<file path="src/rtl/uart_rx.sv">
// 8N1 serial receiver driven by a 16x oversample tick; realigns the tick source
// via start_rx and delivers bytes on a valid/ack handshake with error flags.
module uart_rx #(
  parameter int DATA_BITS   = 8,
  parameter int SAMPLE_RATE = 16
) (
  input  logic                 clock,
  input  logic                 reset_n,
  input  logic                 rx,
  input  logic                 tick,
  output logic                 start_rx,
  output logic [DATA_BITS-1:0] data,
  output logic                 data_valid,
  input  logic                 data_ack,
  output logic                 framing_error,
  output logic                 overrun,
  output logic                 busy
);

  // state | meaning
  // IDLE  | line idle, waiting for a falling edge on rx_s
  // START | counting to mid start bit to reject glitches
  // DATA  | sampling payload bits at mid-bit, LSB first
  // STOP  | sampling stop bit, then completion
  typedef enum logic [1:0] {S_IDLE, S_START, S_DATA, S_STOP} state_t;

  localparam int TW = $clog2(SAMPLE_RATE);
  localparam int BW = $clog2(DATA_BITS) + 1;
  localparam logic [TW-1:0] TICK_HALF = TW'(SAMPLE_RATE / 2 - 1);
  localparam logic [TW-1:0] TICK_LAST = TW'(SAMPLE_RATE - 1);
  localparam logic [BW-1:0] BIT_LAST  = BW'(DATA_BITS - 1);

  state_t               r_state;
  logic                 r_sync1;
  logic                 r_sync2;
  logic                 r_hist;
  logic [TW-1:0]        r_tick_cnt;
  logic [BW-1:0]        r_bit_cnt;
  logic [DATA_BITS-1:0] r_shift;
  logic                 r_stop;
  logic                 r_done;
  logic                 r_start_rx;
  logic                 r_busy;
  logic [DATA_BITS-1:0] r_data;
  logic                 r_data_valid;
  logic                 r_framing_error;
  logic                 r_overrun;
  logic                 w_fall;

  assign w_fall = r_hist & ~r_sync2;

  always_ff @(posedge clock or negedge reset_n) begin
    if (!reset_n) begin
      r_state    <= S_IDLE;
      r_sync1    <= 1'b1;
      r_sync2    <= 1'b1;
      r_hist     <= 1'b1;
      r_tick_cnt <= '0;
      r_bit_cnt  <= '0;
      r_shift    <= '0;
      r_stop     <= 1'b1;
      r_done     <= 1'b0;
      r_start_rx <= 1'b0;
      r_busy     <= 1'b0;
    end else begin
      r_sync1    <= rx;
      r_sync2    <= r_sync1;
      r_hist     <= r_sync2;
      r_start_rx <= 1'b0;
      r_done     <= 1'b0;
      case (r_state)
        S_IDLE: begin
          if (w_fall) begin
            r_start_rx <= 1'b1;
            r_tick_cnt <= '0;
            r_busy     <= 1'b1;
            r_state    <= S_START;
          end
        end
        S_START: begin
          if (tick) begin
            if (r_tick_cnt == TICK_HALF) begin
              if (!r_sync2) begin
                r_tick_cnt <= '0;
                r_bit_cnt  <= '0;
                r_state    <= S_DATA;
              end else begin
                r_busy  <= 1'b0;
                r_state <= S_IDLE;
              end
            end else begin
              r_tick_cnt <= r_tick_cnt + 1'b1;
            end
          end
        end
        S_DATA: begin
          if (tick) begin
            r_tick_cnt <= r_tick_cnt + 1'b1;
            if (r_tick_cnt == TICK_LAST) begin
              r_shift   <= {r_sync2, r_shift[DATA_BITS-1:1]};
              r_bit_cnt <= r_bit_cnt + 1'b1;
              if (r_bit_cnt == BIT_LAST)
                r_state <= S_STOP;
            end
          end
        end
        S_STOP: begin
          if (tick) begin
            r_tick_cnt <= r_tick_cnt + 1'b1;
            if (r_tick_cnt == TICK_LAST) begin
              r_stop  <= r_sync2;
              r_done  <= 1'b1;
              r_busy  <= 1'b0;
              r_state <= S_IDLE;
            end
          end
        end
        default: begin
          r_busy  <= 1'b0;
          r_state <= S_IDLE;
        end
      endcase
    end
  end

  // A completion always wins over an ack; the ack only decides whether overrun sets.
  always_ff @(posedge clock or negedge reset_n) begin
    if (!reset_n) begin
      r_data          <= '0;
      r_data_valid    <= 1'b0;
      r_framing_error <= 1'b0;
      r_overrun       <= 1'b0;
    end else if (r_done) begin
      r_data          <= r_shift;
      r_framing_error <= ~r_stop;
      r_data_valid    <= 1'b1;
      if (r_data_valid)
        r_overrun <= ~data_ack;
    end else if (r_data_valid && data_ack) begin
      r_data_valid <= 1'b0;
      r_overrun    <= 1'b0;
    end
  end

  assign start_rx      = r_start_rx;
  assign busy          = r_busy;
  assign data          = r_data;
  assign data_valid    = r_data_valid;
  assign framing_error = r_framing_error;
  assign overrun       = r_overrun;

endmodule

</file>
<file path="config.mk">
export PLATFORM = sky130hd
export DESIGN_NAME = uart_rx
export DESIGN_NICKNAME = d
export VERILOG_FILES = /design/src/rtl/uart_rx.sv
export SDC_FILE = /design/constraint.sdc
export NUM_CORES = 1
export LEC_CHECK = 0
export CORE_AREA = 5 5 59 61
export CTS_CLUSTER_DIAMETER = 60
export DETAILED_ROUTE_END_ITERATION = 8
export DIE_AREA = 0 0 64 66
export GPL_TIMING_DRIVEN = 1
export PLACE_DENSITY = 0.79
export SYNTH_ARGS = -nofsm -noshare
export SYNTH_HDL_FRONTEND = slang
export SYNTH_SLANG_ARGS = --single-unit
</file>
<file path="constraint.sdc">
create_clock -name clock -period 3.1 [get_ports clock]
set_input_delay 0.775 -clock clock [delete_from_list [all_inputs] [get_ports clock]]
set_output_delay 0.775 -clock clock [all_outputs]
set_load 0.1 [all_outputs]
</file>
**After elaboration in Yosys (flattened, before gate mapping)**

Cells that the tools add are included.

- Register bits: 36
- Input port bits: 5
- Output and inout port bits: 13
- Word-level logic and storage cells: 90

- $add $sub $neg: 2
- Eq/ne operators: 19
- Muxes and demuxes: 37
- Bitwise logic cells: 4
- Reductions and logical operators: 13

Operator list:

| operator | count |
|---|---|
| two-way mux 4 bit | 9 |
| != test 2 bit, second input constant | 10 |
| two-way mux 2 bit | 9 |
| two-way mux 1 bit | 15 |
| one-hot mux 4 bit (3 select lines) | 1 |
| adder 4 x 1 -> 4 bit, second input constant | 2 |
| equality test 4 x 3 -> 1 bit, second input constant | 2 |
| one-hot mux 2 bit (4 select lines) | 1 |
| one-hot mux 4 bit (2 select lines) | 1 |
| AND reduction 8 bit | 1 |
| AND reduction 7 bit | 1 |
| AND reduction 3 bit | 2 |
| AND reduction 6 bit | 1 |
| equality test 2 bit, second input constant | 2 |
| equality test 4 bit, second input constant | 1 |
| != test 2 x 1 -> 1 bit, second input constant | 2 |
| AND reduction 4 bit | 1 |
| nonzero test 2 bit | 2 |
| != test 3 bit, second input constant | 1 |
| NOT 1 bit | 3 |
| one-hot mux 1 bit (3 select lines) | 1 |
| nonzero test 3 bit | 1 |
| equality test 2 x 1 -> 1 bit, second input constant | 1 |
| logical NOT 2 bit | 1 |
| 4 further kinds | 4 |

**Depth between registers and ports, before layout**

Gate-level depths: netlist of the first run.

- Word-level depth: 5
- Gate-level depth with buffers: 5
- Gate-level depth less buffers: 5

**Worst setup path after synthesis of the first run**

Ideal clock, no wire load.

- Path type: input -> register
- Start point: in tick
- End point: reg r_shift[0]
- Setup time: 0.127 ns
- Data arrival time: 1.674 ns
- Required time: 2.973 ns
- Setup slack: 1.298 ns
- Stages on the path: 3
- Buffers on the path: 0
- Cell sequence: nand3_1 > nor3_4 > mux2_1

- Cells in the longest elaborated chain, start to end: 1

Ends and longest elaborated chain:

| element | line | text |
|---|---|---|
| from (decl) | 10 | `input logic tick,` |
| AND reduction 3 bit (no line) | n/a |  |
| to (signal assigned) | 100 | `r_shift <= {r_sync2, r_shift[DATA_BITS-1:1]};` |
| to (decl) | 39 | `logic [DATA_BITS-1:0] r_shift;` |

Every way passes these cells.
A chain may end at the register's enable or synchronous reset.

**Worst setup path in the final report of the first run**

- Start point: in tick
- End point: reg r_shift[3]

The elaborated chain is that of the path after synthesis.

==> out/results.tsv, run 1 <==
stage	metric	value	unit
status	outcome	finished clean	
detailed_routing	top sig layer	met4	
place	Final Wtd Congestion	0.7611	
cells_and_area	fin area	0.001764	mm²
detailed_routing	DR DRC count	0	
floorplan	die area	0.004224	mm²
synth	synth cell count leaders	32 x dfrtp_1, 9 x mux2_1, 9 x mux2_2	
clock_tree	post-cts resize count	0	
worst_setup_path	CP startpoint kind	input port	
worst_setup_path	RR Startpoint	r_tick_cnt[0]	
synth	Async SR Flop Fraction	100.0	%
clock_tree	Clock transition at path regs	0.11	ns
synth	Mapped Area	0.001523	mm²
clock_tree	Hold-fix buffers, CTS	0	
floorplan	Die Y	66	µm
grt	Tot GR Track Use	13.15	%
power_and_ir_drop	Leak	0.8777	nW
detailed_routing	Iter 0 DRT Violations	60	
timing	Setup-failing EPs final	0	
grt	global-route wire length before repair	4305	µm
synth	most numerous cell in the Yosys netlist	dfrtp_1	
timing	Tmin final	2.169	ns
detailed_routing	detail-routed via count per cell	5.473	
floorplan	Core Region	0.002928	mm²
worst_hold_path	Min-Delay Path Class	reg2reg	
clock_tree	clk sinks	36	
synth	Netlist cell types	37	
worst_hold_path	Hold Path Origin	r_sync1	
detailed_routing	met2 wire length	1140	µm
detailed_routing	met3 wire len	95	µm
floorplan	Starting Density	52.01	%
synth	#FFs+latches synth	36	
timing	FMAX	0.4610	GHz
synth	ranking of synthesized cells by area	dfrtp_1 53%, dfstp_2 6.9%, mux2_1 6.7%	
floorplan	chip width	64	µm
worst_setup_path	Cell Chain, Critical Path	clkdlybuf4s50_1, nand3_1, nor3_4, mux2_1	
worst_setup_path	Buf/Inv on CP	1	
synth	Synth warnings	0	
worst_setup_path	worst setup path start	tick	
grt	vias in the first global route	954	
floorplan	Site Rows	20	
detailed_routing	WL final	2390	µm
clock_tree	latest clock arrival within the worst-skew pair	0.34	ns
synth	cell taking the most area after synthesis	dfrtp_1	
timing	Worst-Margin Slew	0.5434	ns
timing	Fin. Hold Viols	0	
clock_tree	CTS tree	done	
timing	Sum Neg Setup Slack	0	ns
worst_setup_path	slowest stage cell on the critical path	clkdlybuf4s50_1	
timing	slew margin rel.	63.71	%
job	Max Cap Viol	0	
synth	Mapped Nets	121	
cells_and_area	# nets final	142	
cells_and_area	fraction of layout cells with a size suffix above 1	30.88	%
detailed_routing	First-pass DRT Iterations	4	
worst_setup_path	worst path required time	3.33	ns
worst_setup_path	CP Class	in2reg	
clock_tree	H-tree depth	2	
timing	Final Slew Violations	0	
cells_and_area	Synth-to-Final Area Change	15.86	%
grt	total grt overflow	0	
worst_setup_path	worst-path fanout max	10	
power_and_ir_drop	Peak VDD IR	0.5121	mV
worst_setup_path	Critical Path End Type	register	
detailed_routing	DR WL/cell	14.14	µm
worst_setup_path	CP max stage delay	0.55	ns
place	port bufs	17	
worst_setup_path	Worst path top cell family by delay	simple AND/OR/NAND/NOR gates	
detailed_routing	vias after detailed routing	925	
clock_tree	Root Buffer	clkbuf_4	
timing	RSZ-0062 raised after global routing	false	
grt	antenna violations before repair	0	
synth	synthesized area per cell	13.36	µm²
timing	final setup skew	0.009623	ns
worst_setup_path	Worst EP arrival	2.40	ns
power_and_ir_drop	Pwr Density	643.2	mW/mm²
cells_and_area	Ant. Diodes	0	
synth	Post-Syn Instances	114	
place	placed inst area	0.001684	mm²
clock_tree	# Post-CTS Setup Buffers	0	
grt	pin count of the biggest net entering global routing	37	
synth	number of synthesized flops with an enable pin	0	
detailed_routing	Post-DRT Antenna Nets	0	
detailed_routing	wl on met1	1097	µm
clock_tree	CTS buffer count	5	
synth	Main synth FF type	dfrtp_1	
floorplan	Ports	18	
timing	Final period util	69.97	%
synth	top-area cell type share of the netlist area	52.59	%
clock_tree	CTS max path bufs	2	
synth	sequential area share after synthesis	59.49	%
place	Final HPWL DP	1707	µm
[kinds of logic after synthesis]
logic type	count (synthesis)	share of synthesized area, %
AOI/OAI and AO/OA	18	9.532
xor gates and xnor gates	3	1.726
adders and majority gates	2	1.643
buffers and inverters	9	2.876
DFF	36	59.49
muxes	19	13.97
and+or+nand+nor	27	10.77
[through the flow]
| stage | util, % | total power, W | cells | worst slack (ns) | hold slack, ns |
|---|---|---|---|---|---|
| 3_3_place_gp | 57.52 | 0.0008086 | 161 | 0.6162 | 0.3455 |
| 4_1_cts | 60.26 | 0.001145 | 169 | 0.9300 | 0.3663 |
| 2_1_floorplan | - | 0.0007797 | 114 | 1.298 | 0.3452 |
| 6_report | 60.26 | 0.001135 | 169 | 0.9309 | 0.3642 |
| 3_5_place_dp | 57.52 | 0.0008236 | 161 | 0.5553 | 0.3504 |
| 5_1_grt | 60.26 | 0.001203 | 169 | 0.8695 | 0.3701 |
[state kept, by name, summed over array words and instances, names as in the netlist, named ones only]
register,count
data,8
r_hist,1
start_rx,1
r_done,1
overrun,1
busy,1
r_shift,8
r_state,1
data_valid,1
r_sync2,1
r_sync1,1
r_stop,1
r_bit_cnt,4
framing_error,1
r_tick_cnt,4
[final timing paths]
path                               to  cells past startpoint  slack, ns
setup / recovery           r_shift[3]                      4       0.93
hold / removal                r_sync2                      0       0.36
setup reg to reg           r_shift[3]                      4       1.30
hold reg to reg               r_sync2                      0       0.36
max in group asynchronous     r_sync2                      2       1.92
min in group asynchronous  r_shift[7]                      2       0.84
[power by group]
| part | total [W] | switching [W] | internal (W) |
|---|---|---|---|
| Combinational | 0.000226 | 0.000140 | 0.0000863 |
| Clock | 0.000320 | 0.000152 | 0.000168 |
| Sequential | 0.000589 | 0.0000735 | 0.000515 |
[layer usage]
layer  up-vias  GRT usage (%)
met3         6          3.401
met5         -              0
met2        19          20.10
met1       449          16.92
met4         0          7.273
li1        451              -
[layout make-up]
| class | count | area, µm² |
|---|---|---|
| Fill cell | 231 | 1164 |
| Multi-Input combinational cell | 69 | 573.1 |
| Timing Repair Buffer | 18 | 145.1 |
| Clock inverter | 3 | 42.54 |
| Tap cell | 33 | 41.29 |
| Clock buffer | 5 | 37.54 |
| Inverter | 5 | 18.77 |
| Sequential cell | 36 | 905.9 |
[layout by cell type, fill, tap and decap left out, types with 2 or more instances in the layout]
cell / n
ha_1: 2
mux2_2: 9
mux2_1: 9
dfrtp_1: 32
clkbuf_4: 5
buf_4: 14
a21oi_1: 5
a21o_1: 3
xnor2_1: 2
nor3_1: 4
clkdlybuf4s50_1: 4
nor2_1: 4
inv_1: 5
nand2_1: 5
dfstp_2: 4
nand3_1: 5
Note: power is estimated with default switching activity, not from simulation.
==> run 2, diff against run 1 <==
Settings changed: CORE_AREA 5 5 59 61 to 5 5 60 62, DIE_AREA 0 0 64 66 to 0 0 65 67, PLACE_DENSITY 0.79 to 0.76.
Clock period 3.1 ns to 2.25 ns, I/O delays scaled along.
==> run 2 against run 1 <==
Setup slack got worse by 0.48 ns. Wire length grew 7.6%. Combinational power is 41% higher. Sequential power rose by 38%. Global-route usage is 0.87 points higher. Sequential cell count unchanged. Clock-buffer cell count grew 3. Via count increased by 2.5%. Critical path type unchanged. Critical endpoint is now r_stop. Largest power group unchanged.
==> out/results.tsv, run 2 (synthesis gave the netlist of run 1 again) <==
stage	metric	value	unit	change
status	outcome	finished clean		unchanged
grt	Tot GR Track Use	14.03	%	was 13.15%
timing	Worst-Margin Slew	0.5509	ns	was 0.5434 ns
clock_tree	H-tree depth	2		unchanged
floorplan	Starting Density	51.13	%	was 52.01%
clock_tree	CTS max path bufs	2		unchanged
clock_tree	post-cts resize count	0		unchanged
timing	final setup skew	0.006027	ns	was 0.009623 ns
timing	Fin. Hold Viols	0		unchanged
grt	global-route wire length before repair	4505	µm	was 4305 µm
detailed_routing	wl on met1	1118	µm	was 1097 µm
timing	slew margin rel.	63.21	%	was 63.71%
clock_tree	Root Buffer	clkbuf_4		unchanged
clock_tree	Hold-fix buffers, CTS	0		unchanged
timing	Final period util	80.16	%	
worst_setup_path	Buf/Inv on CP	2		was 1
clock_tree	Clock transition at path regs	0.09	ns	was 0.11 ns
cells_and_area	Register Area	905.9	µm²	unchanged
floorplan	chip width	65	µm	was 64 µm
worst_setup_path	CP Class	in2reg		unchanged
detailed_routing	Iter 0 DRT Violations	22		was 60
detailed_routing	WL final	2572	µm	was 2390 µm
grt	pin count of the biggest net entering global routing	37		unchanged
cells_and_area	most frequent cells in the layout	32 x dfrtp_1, 17 x buf_4, 9 x mux2_2, 9 x mux2_1		was 32 x dfrtp_1, 14 x buf_4, 9 x mux2_2, 9 x mux2_1
cells_and_area	Ant. Diodes	0		unchanged
floorplan	Die Y	67	µm	was 66 µm
timing	Sum Neg Setup Slack	0	ns	unchanged
power_and_ir_drop	Peak VDD IR	0.5502	mV	was 0.5121 mV
cells_and_area	fillcell total	251		was 231
worst_setup_path	worst reg-to-reg path cell count	5		was 4
floorplan	Core Region	0.002978	mm²	was 0.002928 mm²
floorplan	Ports	18		unchanged
worst_setup_path	Critical Path End Type	register		unchanged
place	Final Wtd Congestion	0.7802		was 0.7611
place	Final HPWL DP	1901	µm	was 1707 µm
detailed_routing	met2 wire length	1302	µm	was 1140 µm
clock_tree	CTS tree	done		unchanged
detailed_routing	top sig layer	met4		unchanged
timing	Tmin final	1.804	ns	
clock_tree	CTS buffer count	5		unchanged
worst_setup_path	Worst path top cell family by delay	buffers and inverters		was simple AND/OR/NAND/NOR gates
grt	vias in the first global route	1019		was 954
floorplan	die area	0.004355	mm²	was 0.004224 mm²
place	port bufs	17		unchanged
detailed_routing	DR WL/cell	14.95	µm	was 14.14 µm
cells_and_area	Synth-to-Final Area Change	15.94	%	was 15.86%
power_and_ir_drop	Pwr Density	838.3	mW/mm²	was 643.2 mW/mm²
detailed_routing	Post-DRT Antenna Nets	0		unchanged
grt	total grt overflow	0		unchanged
worst_setup_path	worst-path fanout max	5		was 10
timing	worst hold slack	0.3604	ns	was 0.3642 ns
worst_setup_path	CP startpoint kind	input port		unchanged
clock_tree	latest clock arrival within the worst-skew pair	0.33	ns	was 0.34 ns
cells_and_area	area of the multi-input gates	573.1	µm²	unchanged
place	Placement Setup Slack	0.04546	ns	was 0.5553 ns
worst_setup_path	CP max stage delay	0.55	ns	about the same
detailed_routing	DR DRC count	0		unchanged
grt	antenna violations before repair	0		unchanged
cells_and_area	most common cell after layout, fill and taps aside	dfrtp_1		unchanged
detailed_routing	First-pass DRT Iterations	4		unchanged
worst_setup_path	worst path required time	2.52	ns	was 3.33 ns
worst_hold_path	Min-Delay Path Class	reg2reg		unchanged
timing	FMAX	0.5545	GHz	
detailed_routing	met3 wire len	107	µm	was 95 µm
detailed_routing	vias after detailed routing	948		was 925
worst_hold_path	hold depth	0		unchanged
worst_setup_path	Critical Path Stages	5		was 4
cells_and_area	# nets final	145		was 142
floorplan	Site Rows	20		unchanged
job	Max Cap Viol	0		unchanged
timing	RSZ-0062 raised after global routing	false		unchanged
detailed_routing	detail-routed via count per cell	5.512		was 5.473
cells_and_area	fraction of layout cells with a size suffix above 1	30.94	%	was 30.88%
timing	fin worst setup slack	0.4464	ns	was 0.9309 ns
clock_tree	clk sinks	36		unchanged
worst_setup_path	Worst EP arrival	2.07	ns	was 2.40 ns
timing	Setup-failing EPs final	0		unchanged
worst_setup_path	slowest stage cell on the critical path	clkdlybuf4s50_1		unchanged
timing	Final Slew Violations	0		unchanged
clock_tree	# Post-CTS Setup Buffers	0		unchanged
power_and_ir_drop	Leak	0.8841	nW	was 0.8777 nW
worst_setup_path	Cell Chain, Critical Path	clkdlybuf4s50_1, nand3_1, buf_4, nor3_1, mux2_1		was clkdlybuf4s50_1, nand3_1, nor3_4, mux2_1
-- run 2: cell types whose count changed in the layout (fill, tap and decap cells not counted) --
cell        previous run  this run
clkinvlp_4             1         0
bufinv_16              1         0
clkbuf_8               0         1
buf_4                 14        17
clkbuf_1               0         2
clkinv_2               1         0
-- run 2: metal layers --
layer,global-route usage (%),vias up
li1,-,462
met1,16.22,467
met2,23.50,13
met3,5.228,6
met4,5.541,0
met5,0,-
-- run 2: through the flow --
step | std cells | total power [W] | instance area (µm²) | util, %
final | 172 | 0.001480 | 1765 | 59.29
after global routing | 172 | 0.001572 | 1765 | 59.29
after CTS | 172 | 0.001497 | 1765 | 59.29
after detailed placement | 164 | 0.001144 | 1707 | 57.31
after global placement | 164 | 0.001120 | 1707 | 57.31
after floorplan | 114 | 0.001074 | 1523 | -
-- run 2: layout make-up --
class                   instances  area share [%]
multi-input cells              69           32.46
inverters                       5           1.063
flip-flops and latches         36           51.31
clock buffers                   8           3.331
repair buffers                 21           9.497
well taps                      33           2.339
-- run 2: power by group --
group          total (W)  internal, W  switching (W)  leakage [nW]
combinational   0.000319     0.000121       0.000198         0.379
clock           0.000349     0.000154       0.000195        0.0326
sequential      0.000812     0.000710       0.000102         0.472
-- run 2: worst paths after layout --
check | from | end | slack [ns]
min reg2reg | r_sync1 | r_sync2 | 0.36
max | tick | r_stop | 0.45
max in group asynchronous | reset_n | r_hist | 1.29
min | r_sync1 | r_sync2 | 0.36
min in group asynchronous | reset_n | r_shift[1] | 0.62
max reg2reg | r_tick_cnt[0] | r_tick_cnt[3] | 0.46
==> run 3, diff against run 2 <==
Clock period 2.25 ns to 1.8 ns, I/O delays scaled along.
==> run 3 against run 2 <==
Setup slack got worse by 0.35 ns. Combinational power is 43% higher. Critical path type is now reg2reg. Clock power is 27% higher. Largest cell class unchanged. Utilization grew 7.6 points. Critical path depth is the same. Die area unchanged. Critical endpoint is now r_tick_cnt[3]. Clock skew down 0.0021 ns. Non-clock buffer count increased by 5. First-iteration DRC count up 14%.
==> out/results.tsv, run 3 (synthesis gave the netlist of run 1 again) <==
stage	metric	value	unit	change
status	outcome	finished clean		unchanged
power_and_ir_drop	Net Sw Frac	33.48	%	about the same
grt	vias in the first global route	1011		was 1019
power_and_ir_drop	Reg power frac	53.3	%	was 54.9%
timing	RSZ-0062 raised after global routing	false		unchanged
detailed_routing	detail-routed via count per cell	5.661		was 5.512
grt	met1 GRT Util	16.07	%	was 16.22%
grt	antenna violations before repair	0		unchanged
worst_setup_path	worst-path fanout max	4		was 5
worst_setup_path	worst path required time	2.03	ns	was 2.52 ns
power_and_ir_drop	Leak	0.9594	nW	was 0.8841 nW
clock_tree	Clock transition at path regs	0.10	ns	was 0.09 ns
timing	Fin. Hold Viols	0		unchanged
timing	Setup-failing EPs final	0		unchanged
clock_tree	Root Buffer	clkbuf_4		unchanged
power_and_ir_drop	P_sw	0.0006437	W	was 0.0004955 W
timing	Final Slew Violations	0		unchanged
timing	Tmin final	1.706	ns	
cells_and_area	fraction of layout cells with a size suffix above 1	34.72	%	was 30.94%
floorplan	Site Rows	20		unchanged
cells_and_area	final non-filler cell total	177		was 172
place	dpl cells	169		was 164
floorplan	Die Y	67	µm	unchanged
place	Final Wtd Congestion	0.8390		was 0.7802
power_and_ir_drop	Pwr Density	964.6	mW/mm²	was 838.3 mW/mm²
place	placed inst area	0.001932	mm²	was 0.001707 mm²
cells_and_area	fin area	0.001993	mm²	was 0.001765 mm²
floorplan	Starting Density	51.13	%	unchanged
grt	total grt overflow	0		unchanged
clock_tree	CTS max path bufs	2		unchanged
clock_tree	Hold-fix buffers, CTS	0		unchanged
power_and_ir_drop	Clk pwr share	23.1	%	was 23.6%
floorplan	Ports	18		unchanged
grt	pin count of the biggest net entering global routing	37		unchanged
detailed_routing	Post-DRT Antenna Nets	0		unchanged
worst_setup_path	Worst EP arrival	1.93	ns	was 2.07 ns
clock_tree	# Post-CTS Setup Buffers	0		unchanged
power_and_ir_drop	Int Power	0.001279	W	was 0.0009845 W
cells_and_area	Synth-to-Final Area Change	30.90	%	was 15.94%
grt	global-route wire length before repair	4478	µm	was 4505 µm
worst_setup_path	CP startpoint kind	register		was input port
clock_tree	post-cts resize count	0		unchanged
clock_tree	H-tree depth	2		unchanged
worst_setup_path	CP Class	reg2reg		was in2reg
place	Final HPWL DP	1887	µm	was 1901 µm
timing	FMAX	0.5862	GHz	
cells_and_area	Ant. Diodes	0		unchanged
worst_hold_path	Min-Delay Path Class	reg2reg		unchanged
power_and_ir_drop	Peak VDD IR	0.6817	mV	was 0.5502 mV
worst_setup_path	Critical Path End Type	register		unchanged
detailed_routing	DR DRC count	0		unchanged
detailed_routing	WL final	2606	µm	was 2572 µm
job	Max Cap Viol	0		unchanged
floorplan	Core Region	0.002978	mm²	unchanged
cells_and_area	# nets final	150		was 145
cells_and_area	most common cell after layout, fill and taps aside	dfrtp_1		unchanged
clock_tree	CTS buffer count	5		unchanged
timing	Final period util	94.77	%	
timing	final setup skew	0.003885	ns	was 0.006027 ns
detailed_routing	First-pass DRT Iterations	4		unchanged
clock_tree	clk sinks	36		unchanged
clock_tree	CTS tree	done		unchanged
detailed_routing	Iter 0 DRT Violations	25		was 22
grt	grt met3 use	4.216	%	was 5.228%
detailed_routing	vias after detailed routing	1002		was 948
floorplan	die area	0.004355	mm²	unchanged
timing	Worst-Margin Slew	0.4549	ns	was 0.5509 ns
place	port bufs	17		unchanged
clock_tree	latest clock arrival within the worst-skew pair	0.34	ns	was 0.33 ns
timing	slew margin rel.	69.67	%	was 63.21%
power_and_ir_drop	Comb power frac	23.7	%	was 21.6%
floorplan	chip width	65	µm	unchanged
detailed_routing	DR WL/cell	14.72	µm	was 14.95 µm
grt	Tot GR Track Use	14.05	%	was 14.03%
grt	met2 usage	22.99	%	was 23.50%
cells_and_area	most frequent cells in the layout	32 x dfrtp_1, 15 x buf_12, 9 x mux2_2, 9 x mux2_1, 7 x buf_4		was 32 x dfrtp_1, 17 x buf_4, 9 x mux2_2, 9 x mux2_1
grt	GRT busiest layer	met2		unchanged
run 3: changes by cell type in the layout (fill, tap and decap cells not counted):
cell and change:
buf_12 +15, clkbuf_1 -2, buf_4 -10, clkinv_2 +2
run 3: final cells by class:
cell class	instances	area [µm²]
Sequential cell	36	905.9
Fill cell	211	984.7
Multi-Input combinational cell	69	573.1
Inverter	5	18.77
Clock inverter	2	10.01
Timing Repair Buffer	26	392.9
Tap cell	33	41.29
Clock buffer	6	51.30
run 3: power groups by stage:
| stage | clock network (W) | registers [W] | logic, W |
|---|---|---|---|
| 5_1_grt | 0.000499 | 0.00104 | 0.000487 |
| 6_report | 0.000444 | 0.00102 | 0.000455 |
| 2_1_floorplan | 0 | 0.00106 | 0.000284 |
| 4_1_cts | 0.000460 | 0.00102 | 0.000462 |
| 3_5_place_dp | 0 | 0.00104 | 0.000463 |
| 3_3_place_gp | 0 | 0.00103 | 0.000440 |
run 3: path summary, 6_finish.rpt:
check | from | to | slack [ns] | depth (start not counted)
max | r_tick_cnt[0] | r_tick_cnt[3] | 0.09 | 5
min in group asynchronous | reset_n | r_shift[7] | 0.48 | 2
max in group asynchronous | reset_n | r_hist | 1.08 | 2
min | r_sync1 | r_sync2 | 0.36 | 0
min reg2reg | r_sync1 | r_sync2 | 0.36 | 0
max reg2reg | r_tick_cnt[0] | r_tick_cnt[3] | 0.09 | 5
run 3: layer usage:
metal / vias up / share of wire, %
met1: 507 / 43
met5: - / 0
met2: 15 / 51
met4: 0 / 2.6
li1: 470 / -
met3: 10 / 3.6
run 3: critical path, cell delays in order (launching register included):
cell and delay, ns:
dfrtp_1 0.41, ha_1 0.24, nand2_1 0.13, o311a_1 0.32
and3_1 0.18, a311o_1 0.32
run 3: stage by stage:
stage / total power (W) / hold slack, ns / util [%] / setup WS, ns / setup TNS (ns)
2_1_floorplan: 0.001343 / 0.1544 / - / 0.2002 / 0
3_3_place_gp: 0.001467 / 0.3465 / 64.87 / -0.1376 / -1.537
3_5_place_dp: 0.001500 / 0.3516 / 64.87 / -0.1830 / -2.162
4_1_cts: 0.001945 / 0.3628 / 66.93 / 0.09574 / 0
5_1_grt: 0.002025 / 0.3677 / 66.93 / 0.01531 / 0
6_report: 0.001923 / 0.3620 / 66.93 / 0.09406 / 0
